### src/rtl/mips_pkg.sv
// Shared MIPS definitions: datapath widths and the fixed boot program
// held in the instruction ROM.
package mips_pkg;

  localparam int INSTR_WIDTH     = 32;
  localparam int IMEM_ADDR_WIDTH = 10;

  localparam logic [INSTR_WIDTH-1:0] NOP = 32'h0000_0000;

  localparam logic [INSTR_WIDTH-1:0] BOOT_ADDI_T0 = 32'h2008_0005; // addi $t0,$zero,5
  localparam logic [INSTR_WIDTH-1:0] BOOT_ADDI_T1 = 32'h2009_000A; // addi $t1,$zero,10
  localparam logic [INSTR_WIDTH-1:0] BOOT_ADD_T2  = 32'h0109_5020;
  localparam logic [INSTR_WIDTH-1:0] BOOT_SUB_T3  = 32'h0128_5822;
  localparam logic [INSTR_WIDTH-1:0] BOOT_AND_T4  = 32'h0109_6024;
  localparam logic [INSTR_WIDTH-1:0] BOOT_OR_T5   = 32'h0109_6825;
  localparam logic [INSTR_WIDTH-1:0] BOOT_SLT_T6  = 32'h0109_702A;
  localparam logic [INSTR_WIDTH-1:0] BOOT_SW_T2   = 32'hAC0A_0000;
  localparam logic [INSTR_WIDTH-1:0] BOOT_LW_T7   = 32'h8C0F_0000;
  localparam logic [INSTR_WIDTH-1:0] BOOT_HALT    = 32'h1108_FFFF; // beq $t0,$t0,-1

  // Everything past the boot program decodes to NOP.
  function automatic logic [INSTR_WIDTH-1:0] boot_word(input int unsigned idx);
    logic [INSTR_WIDTH-1:0] w;
    w = NOP;
    case (idx)
      0:       w = BOOT_ADDI_T0;
      1:       w = BOOT_ADDI_T1;
      2:       w = BOOT_ADD_T2;
      3:       w = BOOT_SUB_T3;
      4:       w = BOOT_AND_T4;
      5:       w = BOOT_OR_T5;
      6:       w = BOOT_SLT_T6;
      7:       w = BOOT_SW_T2;
      8:       w = BOOT_LW_T7;
      9:       w = BOOT_HALT;
      default: w = NOP;
    endcase
    return w;
  endfunction

endpackage

### src/rtl/instruction_memory.sv
// Read-only program store for the MIPS fetch stage: word-addressed
// synchronous ROM with a registered output that reset clears.
module instruction_memory
  import mips_pkg::*;
#(
  parameter int data_WIDTH = INSTR_WIDTH,
  parameter int ADDR_WIDTH = IMEM_ADDR_WIDTH
) (
  input  logic                  clk,
  input  logic                  reset,
  input  logic [ADDR_WIDTH-1:0] address,
  output logic [data_WIDTH-1:0] dataOut
);

  logic [data_WIDTH-1:0] rom_word;

  always_comb begin
    rom_word = data_WIDTH'(boot_word(int'(address)));
  end

  // Reset clears only the output register; the ROM contents are constant.
  always_ff @(posedge clk or posedge reset) begin
    if (reset) begin
      dataOut <= '0;
    end else begin
      dataOut <= rom_word;
    end
  end

endmodule

### config.mk
export PLATFORM = sky130hd
export DESIGN_NAME = instruction_memory
export DESIGN_NICKNAME = d
export VERILOG_FILES = /design/src/rtl/mips_pkg.sv /design/src/rtl/instruction_memory.sv
export SDC_FILE = /design/constraint.sdc
export NUM_CORES = 1
export LEC_CHECK = 0
export CAP_MARGIN = 40
export CORE_MARGIN = 2
export CORE_UTILIZATION = 35
export DETAILED_ROUTE_END_ITERATION = 10
export PLACE_DENSITY = 0.72
export SLEW_MARGIN = 0
export SYNTH_ARGS = -nofsm -noshare
export SYNTH_HDL_FRONTEND = slang
export SYNTH_SLANG_ARGS = --single-unit
export TNS_END_PERCENT = 10
### constraint.sdc
create_clock -name clk -period 1.2 [get_ports clk]
set_clock_uncertainty 0.2 [all_clocks]
set_input_delay 0.24 -clock clk [delete_from_list [all_inputs] [get_ports clk]]
set_output_delay 0.24 -clock clk [all_outputs]
set_load 0.02 [all_outputs]
==> impl_metrics.env <==
export IMPL_coreArea_mm2=0.00243
export IMPL_cellInternalPower_mw=0.724
export IMPL_drt_iter0_drc=19
export IMPL_die_x_um=54.0
export IMPL_viasPerCell=4.60
export IMPL_area_growth_pct=42.9
export IMPL_seqCellArea_um2=377
export IMPL_worst_path_largest_cell_delay_ns=0.44
export IMPL_post_route_period_util=1.11
export IMPL_grt_pass1_wl_mm=2.88
export IMPL_synth_mux_area_frac=0
export IMPL_first_pass_iters=4
export IMPL_synth_yosys_seq_area_share=0.429
export IMPL_path_max_fanout=8
export IMPL_synth_cells=88
export IMPL_antenna_found_initial=0
export IMPL_grt_ovfl_total=0
export IMPL_yosysTopAreaCell="dfrtp_1"
export IMPL_seqPwrFrac=0.519
export IMPL_synth_xor_area_share=0
export IMPL_die_h_um=54.0
export IMPL_fill_cells=231
export IMPL_clk_pin_slew_ns=0.08
export IMPL_largest_register="dataOut"
export IMPL_ctsHoldBuffers=0
export IMPL_syn_area_per_cell_um2=9.94
export IMPL_peakVddDrop_mv=0.426
export IMPL_largestRegisters="dataOut: 15 flops"
export IMPL_routed_wl_mm=1.86
export IMPL_max_freq_ghz=0.752
export IMPL_fin_crit_ns=1.33
export IMPL_p_clk_frac=0.285
export IMPL_synthAdderAreaFrac=0.0715
export IMPL_wl_per_cell_um=12.0
export IMPL_rsz0062_at_grt="yes"
export IMPL_finish_utilization=0.514
export IMPL_start_util=0.360
export IMPL_synth_area_top_cells="dfrtp_1, buf_4, ha_1, a21o_1, nand2b_1"
export IMPL_synth_compound_area_share=0.144
export IMPL_cts_buffers=3
export IMPL_io_buffers=38
export IMPL_grt_usage=0.142
export IMPL_grt_pass1_vias=649
export IMPL_power_frac_comb=0.197
export IMPL_final_setup_viol_count=28
export IMPL_p_sw_mw=0.253
export IMPL_cp_slowest_cell="dfrtp_2"
export IMPL_synth_top_family_by_area="buffers and inverters"
export IMPL_drive_gt1_frac=0.544
export IMPL_cap_violations=0
export IMPL_yosys_area_share_simple=0.165
export IMPL_yosysTopAreaCellShare=0.429
export IMPL_layout_nets=143
export IMPL_fin_area_mm2=0.00125
export IMPL_netSwitchingFraction=0.259
export IMPL_hold_viol=0
export IMPL_worstPathRequired_ns=0.76
export IMPL_antenna_left=0
export IMPL_outcome="finished, violations left"
export IMPL_fp_row_count=18
export IMPL_worst_slack_ns=-0.130
export IMPL_yosys_warnings=0
export IMPL_htree_levels=1
export IMPL_dieArea_mm2=0.00291
export IMPL_antenna_cells=0
export IMPL_power_leakage_nw=0.690
export IMPL_path_class="register to output pin"
export IMPL_vias=713
export IMPL_critPathBufInv=1
export IMPL_drcViolationCount=0
export IMPL_place_gp_congestion=0.734
export IMPL_syn_area_um2=875
export IMPL_clock_root_buffer="clkbuf_4"
export IMPL_ios=44
export IMPL_clock_path_buffers=2
export IMPL_largest_reg_flops=15
export IMPL_crit_path_start_kind="register"
export IMPL_cp_cell_sequence="buf_2"
export IMPL_timing_critical_path_max_delay_family="flip-flops"
export IMPL_drv_slew=0
export IMPL_dpl_hpwl_mm=1.22
export IMPL_p_total_mw=0.977
export IMPL_crit_path_end_kind="output pin"
export IMPL_synth_seq_cells=15
export IMPL_cts_num_sinks=15
export IMPL_holdCritPathClass="primary input to async pin"
export IMPL_multi_input_area_um2=445
export IMPL_power_density_mw_per_mm2=782
export IMPL_crit_arrival_ns=0.89
export IMPL_place_area_mm2=0.00123
export IMPL_failed_checks="negative setup slack"
export IMPL_grt_start_max_net_pins=16
export IMPL_synthDistinctLibCells=25
export IMPL_cts_tree="built"
-- worst paths after layout --
check | startpoint | end | slack (ns) | depth (start not counted)
setup / recovery | dataOut[28] | dataOut[10] | -0.13 | 1
max in group asynchronous | reset | dataOut[28] | 0.62 | 3
hold / removal | reset | dataOut[29] | 0.06 | 3
min in group clk | address[8] | dataOut[19] | 0.11 | 4
-- area by class of cell --
type | count | area share
Inverter | 4 | 0.0120
Timing Repair Buffer | 49 | 0.279
Sequential cell | 15 | 0.301
Multi-Input combinational cell | 53 | 0.356
Tap cell | 30 | 0.0300
Clock buffer | 4 | 0.0210
-- synth_stat cells --
master / instances
a211oi_1: 1
a21o_1: 7
a21oi_1: 8
a21oi_2: 2
a2bb2oi_1: 1
and4_2: 1
buf_1: 1
buf_2: 1
buf_4: 17
buf_6: 1
conb_1: 1
dfrtp_1: 15
ha_1: 5
inv_1: 4
nand2_1: 5
nand2_2: 1
nand2b_1: 7
nand3b_1: 1
nor2_1: 2
nor2b_1: 2
nor3_1: 1
nor3b_1: 1
nor4_2: 1
or2_1: 1
or2_2: 1
-- routing by layer --
layer,vias to the layer above,share of wire,track usage,wire (um)
met3,4,0.099,0.0167,184
met2,38,0.54,0.260,1000
li1,339,-,-,-
met1,332,0.33,0.148,623
met5,-,0,0,0
met4,0,0.029,0.100,54
-- repair_timing --
action | CTS | global route
buffers inserted | 3 | 0
pin swaps | 2 | 2
endpoints found under the setup margin | 42 | 40
cloned | 1 | 0
resized for setup | 136 | 17
-- cell families (layout without fill, tap and decap cells) --
group | Yosys count | in the layout
and+or+nand+nor | 24 | 24
other | 1 | 5
DFF | 15 | 15
adders and majority gates | 5 | 5
AOI/OAI and AO/OA | 19 | 19
buffers and inverters | 24 | 57
-- power by group through the flow --
stage / clock network, mW / registers, mW / logic [mW]
after floorplan: 0 / 0.519 / 0.0988
after global placement: 0 / 0.517 / 0.168
after detailed placement: 0 / 0.517 / 0.169
after CTS: 0.272 / 0.507 / 0.182
after global routing: 0.307 / 0.507 / 0.210
final: 0.278 / 0.507 / 0.192
-- placed cells by master, fill, tap and decap left out, types with 2 or more instances in the layout --
| master | netlist | layout |
|---|---|---|
| a21o_1 | 7 | 7 |
| a21oi_2 | 2 | 8 |
| buf_12 | 0 | 2 |
| buf_2 | 1 | 28 |
| buf_4 | 17 | 6 |
| buf_6 | 1 | 3 |
| clkbuf_2 | 0 | 3 |
| clkbuf_4 | 0 | 3 |
| conb_1 | 1 | 5 |
| dfrtp_1 | 15 | 14 |
| dlygate4sd2_1 | 0 | 2 |
| dlymetal6s2s_1 | 0 | 3 |
| ha_1 | 5 | 4 |
| inv_1 | 4 | 4 |
| nand2_1 | 5 | 4 |
| nand2b_1 | 7 | 6 |
-- stage by stage --
stage | setup slack [ns] | instances | TNS [ns] | hold WS [ns]
CTS | -0.131 | 155 | -2.09 | 0.0746
finish | -0.130 | 155 | -2.04 | 0.0620
global route | -0.175 | 155 | -3.03 | 0.0834
global placement | -0.572 | 147 | -12.99 | 0.365
floorplan | 0.0124 | 92 | 0 | -0.0585
detailed placement | -0.609 | 147 | -13.48 | 0.358
No activity file was read; power rests on OpenSTA's default activity.
==> variant 1: new RTL, same settings <==
Put one more register stage on the output `dataOut`, without a reset. The value now appears one clock later.
--- a/src/rtl/instruction_memory.sv
+++ b/src/rtl/instruction_memory.sv
@@ -14,2 +14,4 @@
 
+  logic [data_WIDTH-1:0] dataOut_s0;
+
   logic [data_WIDTH-1:0] rom_word;
@@ -23,6 +25,10 @@
     if (reset) begin
-      dataOut <= '0;
+      dataOut_s0 <= '0;
     end else begin
-      dataOut <= rom_word;
+      dataOut_s0 <= rom_word;
     end
+  end
+
+  always_ff @(posedge clk) begin
+    dataOut <= dataOut_s0;
   end
Behaviour: not the same (Yosys sat finds a counterexample within 4 cycles, from zero or initial values and one cycle with reset high).
==> variant 1 against the unedited design <==
- the run still ends with negative setup slack left
- worst setup slack better by 65 ps
- area after synthesis is 34% higher
- count of clock-buffer cells in the layout grew 4
- routed wire length grew 9.8%
- synthesized cell count up 17%
- total power increased by 75%
- critical endpoint is now dataOut[9]
- design area rose by 41%
- via count rose by 13%
- sequential cell count grew 15
- die area increased by 32%
- critical path depth did not move
- sequential power rose by 97%
==> variant 1: results (changes against the unedited design) <==
[metrics] Post-layout nets: 162 (+13%)
[metrics] cell types with the highest counts after synthesis: 17 x sky130_fd_sc_hd__buf_4, 15 x sky130_fd_sc_hd__dfrtp_1, 15 x sky130_fd_sc_hd__dfxtp_1
[metrics] number of global-route vias before repair: 742 (+14%)
[metrics] final cell count without fillers: 192 (+24%)
[metrics] Min Hold Slack: 29.6 ps (-32.4 ps)
[metrics] drt initial violations: 8 (-11)
[metrics] buffer cell driving the clock tree root: sky130_fd_sc_hd__clkbuf_4
[metrics] GRT Total Usage: 11.4% (-2.8 points)
[metrics] number of antenna violations at the first check in global routing: 0 (unchanged)
[metrics] cells after synthesis: 103 (+17%)
[metrics] FILL cells: 276 (+19%)
[metrics] final setup violation count: 15 (-46%)
[metrics] worst endpoint data arrival time: 830 ps (-60 ps)
[metrics] overall routed net length: 2050 µm (+9.8%)
[metrics] first-pass GRT wire length: 3070 µm (+6.4%)
[metrics] depth of the worst register-to-register path: 0
[metrics] Antenna Nets Post-Route: 0 (unchanged)
[metrics] # diodes: 0 (unchanged)
[metrics] fraction of the mapped netlist area in compound gates: 10.8% (-3.7 points)
[metrics] post-synthesis mux area share: 0% (unchanged)
[metrics] leading registers by flop count: dataOut x15, dataOut_s0 x15
[metrics] Post-synth ARST share: 50.0% (-50 points)
[metrics] clock buffers created by TritonCTS: 5 (+2)
[metrics] fraction of layout instances using a drive strength above 1: 62.3% (+7.9 points)
[metrics] Reg2Reg Launch Point: dataOut_s0[24]$_DFF_PP0_
[metrics] leakage power summed over all cells: 0.867 nW (+26%)
[metrics] commonest register cell after synthesis: sky130_fd_sc_hd__dfxtp_1
[metrics] warnings from Yosys: 0 (unchanged)
[metrics] violated checks: negative setup slack
[metrics] DR vias/cell: 4.18 (-9.1%)
[metrics] worst voltage drop across the vdd grid: 344 µV (-19%)
[metrics] final HPWL from detailed placement: 1460 µm (+19%)
[metrics] capture instance of the worst register-to-register path: dataOut[24]$_DFF_P_
[metrics] dpl cell area: 0.00157 mm² (+28%)
[metrics] highest-delay cell along the critical path: sky130_fd_sc_hd__dfxtp_4
[metrics] Cells after DPL: 179 (+22%)
[metrics] cell types with the largest area share after synthesis: sky130_fd_sc_hd__dfrtp_1 32%, sky130_fd_sc_hd__dfxtp_1 26%, sky130_fd_sc_hd__buf_4 11%
[metrics] adder-cell share of the synthesized area: 5.32% (-1.8 points)
[metrics] Placer Congestion: 0.808 (+10%)
[metrics] outcome: complete, but fails checks
[metrics] sequential cell area fraction in the yosys report: 57.5% (+15 points)
[metrics] number of buffers added on ports: 38 (unchanged)
[metrics] post-synthesis cell type count: 26 (+4.0%)
[metrics] H-tree level count: 2 (+1)
[metrics] peak per-stage delay on the critical path: 380 ps (-60 ps)
[metrics] minimum setup slack in the final design: -65.4 ps (+65.1 ps)
==> variant 1: cell types whose count changed in the layout (fill, tap and decap cells not counted), sizes merged <==
cell,change
dlymetal6s2s,+1
dlygate4sd2,-1
buf,+1
clkbuf,+5
dfxtp,+15
==> variant 1: logic make-up (layout without fill, tap and decap cells) <==
group                    after synthesis  after routing
AND/OR/NAND/NOR                       24             24
AO/OA/AOI/OAI                         19             19
adder cells (fa/ha/maj)                5              5
buffers and inverters                 24             63
other                                  1              5
flip-flops                            30             30
==> variant 1: layer usage <==
| layer | global-route usage (%) | part of all wire (%) | up-vias | wire (µm) |
|---|---|---|---|---|
| met5 | 0 | 0 | - | 0 |
| met4 | 7.29 | 2.2 | 0 | 45 |
| met3 | 2.48 | 6.7 | 4 | 137 |
| met2 | 22.1 | 56 | 35 | 1140 |
| met1 | 10.5 | 35 | 367 | 726 |
| li1 | - | - | 397 | - |
==> variant 1: final cells by class <==
cell class	count	area [µm²]	area share, %
tap	46	57.6	3.26
multi-input combinational	53	450	25.5
sequential	30	697	39.4
clock buffer	8	48.8	2.76
inverter	4	15.0	0.850
timing repair buffer	51	498	28.2
==> variant 1: worst min-delay path: stages <==
cell and delay (ps):
sky130_fd_sc_hd__clkdlybuf4s50_1 390, sky130_fd_sc_hd__inv_1 90, sky130_fd_sc_hd__buf_12 150
==> variant 1: what timing repair did <==
action / in CTS / in global routing
pin swaps: 4 / 2
setup endpoints to repair: 42 / 42
buffers inserted: 3 / 0
gates resized for setup: 186 / 23
gates cloned: 1 / 1
==> variant 1: report_power, final <==
part,switching [mW],total [mW],internal (mW)
Combinational,0.104,0.196,0.0920
Sequential,0.00107,1.00,1.00
Clock,0.275,0.508,0.233
==> variant 1: per-stage QoR <==
step,TNS [ps],setup slack [ps]
2_1_floorplan,0,12.4
3_3_place_gp,-12250,-579
3_5_place_dp,-13100,-632
4_1_cts,-1300,-87.5
5_1_grt,-1640,-122
6_report,-706,-65.4
==> variant 1: worst max path at each step <==
stage                              startpoint                       end  depth (start not counted)
final                     dataOut[28]$_DFF_P_                dataOut[9]                          1
after CTS                 dataOut[28]$_DFF_P_                dataOut[9]                          1
after floorplan                    address[0]  dataOut_s0[13]$_DFF_PP0_                          4
after global placement             address[0]  dataOut_s0[16]$_DFF_PP0_                          6
after global routing      dataOut[28]$_DFF_P_               dataOut[15]                          1
after detailed placement           address[0]  dataOut_s0[16]$_DFF_PP0_                          6
==> variant 2: new RTL, same flow settings <==
Made on the original files. The package constant `INSTR_WIDTH` goes from 32 to 48.
--- a/src/rtl/mips_pkg.sv
+++ b/src/rtl/mips_pkg.sv
@@ -4,3 +4,3 @@
 
-  localparam int INSTR_WIDTH     = 32;
+  localparam int INSTR_WIDTH     = 48;
   localparam int IMEM_ADDR_WIDTH = 10;
Interface: changed (resized dataOut); port bits go from 44 to 60. No check against the original RTL was run, so the function may have changed too.
==> variant 2 against the unedited design <==
- the flow still finishes with violations (negative setup slack)
- area after synthesis rose by 14%
- worst setup slack improved by 12 ps
- design area rose by 1.3%
- maximum frequency rose by 0.90%
- sequential cell count did not move
- routed wire length fell by 3.0%
- sequential share of layout area fell by 0.39 points
- total power rose by 1.9%
- combinational power rose by 15%
- critical endpoint is now dataOut[4]
==> variant 2: results (changes against the unedited design) <==
[metrics] number of synthesized flops with an enable pin: 0 (unchanged)
[metrics] outcome: complete, but fails checks
[metrics] final setup violation count: 27 (-3.6%)
[metrics] internal power: 715 µW (-1.2%)
[metrics] minimum setup slack in the final design: -119 ps (+11.9 ps)
[metrics] violated checks: negative setup slack
[metrics] first-pass detailed-route iteration total: 3 (-1)
[metrics] sequential cell area fraction in the yosys report: 37.7% (-5.2 points)
[metrics] met1 wire length: 633 µm (+1.6%)
[metrics] Placer Congestion: 0.831 (+13%)
[metrics] GRT Total Usage: 11.4% (-2.8 points)
[metrics] FILL cells: 266 (+15%)
[metrics] critical path's top delay family: flip-flops
[metrics] first-pass GRT wire length: 2860 µm (-0.97%)
[metrics] post-synthesis cell type count: 25 (unchanged)
[metrics] met3 track demand over resource: 2.49% (+0.83 points)
[metrics] Non-Filler Cell Area, Final: 0.00127 mm² (+1.3%)
[metrics] leakage power summed over all cells: 0.709 nW (+2.7%)
[metrics] average detailed-routed wire length per instance: 10.6 µm (-12%)
[metrics] Critical path destination: dataOut[4]
[metrics] final cell count without fillers: 170 (+9.7%)
[metrics] DP Worst Slack: -666 ps (-57.5 ps)
[metrics] met1 demand-to-capacity share in global routing: 11.3% (-3.5 points)
[metrics] cell types with the largest area share after synthesis: sky130_fd_sc_hd__dfrtp_1 38%, sky130_fd_sc_hd__buf_4 25%, sky130_fd_sc_hd__ha_1 6.3%
[metrics] worst voltage drop across the vdd grid: 555 µV (+30%)
[metrics] Post-layout nets: 157 (+9.8%)
[metrics] commonest register cell after synthesis: sky130_fd_sc_hd__dfrtp_1
[metrics] fraction of layout instances using a drive strength above 1: 43.9% (-11 points)
[metrics] number of global-route vias before repair: 652 (+0.46%)
[metrics] cell types with the highest counts after synthesis: 33 x sky130_fd_sc_hd__buf_4, 15 x sky130_fd_sc_hd__dfrtp_1, 8 x sky130_fd_sc_hd__a21oi_1
[metrics] clock buffers created by TritonCTS: 3 (unchanged)
[metrics] drt initial violations: 12 (-7)
[metrics] sum of negative setup slack: -1680 ps (+362 ps)
[metrics] met2 wire len: 904 µm (-9.8%)
[metrics] routed length on met3: 206 µm (+12%)
[metrics] GR Util met2: 20.7% (-5.3 points)
[metrics] worst endpoint data arrival time: 880 ps
[metrics] Avg Cell Area, Syn: 9.56 µm² (-3.8%)
[metrics] final HPWL from detailed placement: 1390 µm (+14%)
[metrics] DR vias: 728 (+2.1%)
==> variant 2: changes by cell type after synthesis <==
cell and delta:
sky130_fd_sc_hd__buf_4 +16
==> variant 2: what timing repair did <==
item / CTS / global route
setup endpoints to repair: 42 / 40
buffers inserted: 0 / 0
resized for setup: 137 / 7
pin swaps: 2 / 3
==> variant 2: power groups by stage <==
stage / combinational [mW] / clock, mW / sequential (mW)
5_1_grt: 0.238 / 0.297 / 0.507
3_5_place_dp: 0.215 / 0 / 0.517
3_3_place_gp: 0.210 / 0 / 0.517
2_1_floorplan: 0.182 / 0 / 0.519
6_report: 0.221 / 0.267 / 0.507
4_1_cts: 0.222 / 0.279 / 0.507
==> variant 2: cells by family after synthesis <==
logic type,synth area share [%]
AO/OA/AOI/OAI,12.7
adder cells (fa/ha/maj),6.29
buffers and inverters,28.4
flip-flops,37.7
other,0.377
AND/OR/NAND/NOR,14.5
==> variant 2: layout make-up <==
class / instances / share of cell area [%]
clock buffers: 4 / 2.08
inverters: 4 / 1.19
multi-input cells: 69 / 37.2
flip-flops and latches: 15 / 29.7
well taps: 31 / 3.06
repair buffers: 47 / 26.8
==> variant 2: worst min-delay path by stage <==
stage	to	startpoint	slack [ps]	cells past startpoint
after floorplan	dataOut[0]$_DFF_PP0_	reset	-60	1
after global placement	dataOut[12]$_DFF_PP0_	reset	370	3
after detailed placement	dataOut[24]$_DFF_PP0_	reset	370	3
after CTS	dataOut[0]$_DFF_PP0_	reset	70	3
after global routing	dataOut[0]$_DFF_PP0_	reset	90	3
final	dataOut[12]$_DFF_PP0_	reset	70	3
==> variant 2: tightest hold or removal path: cells and delay by family <==
family	cells	cell delay [ps]
buffers and inverters	3	650
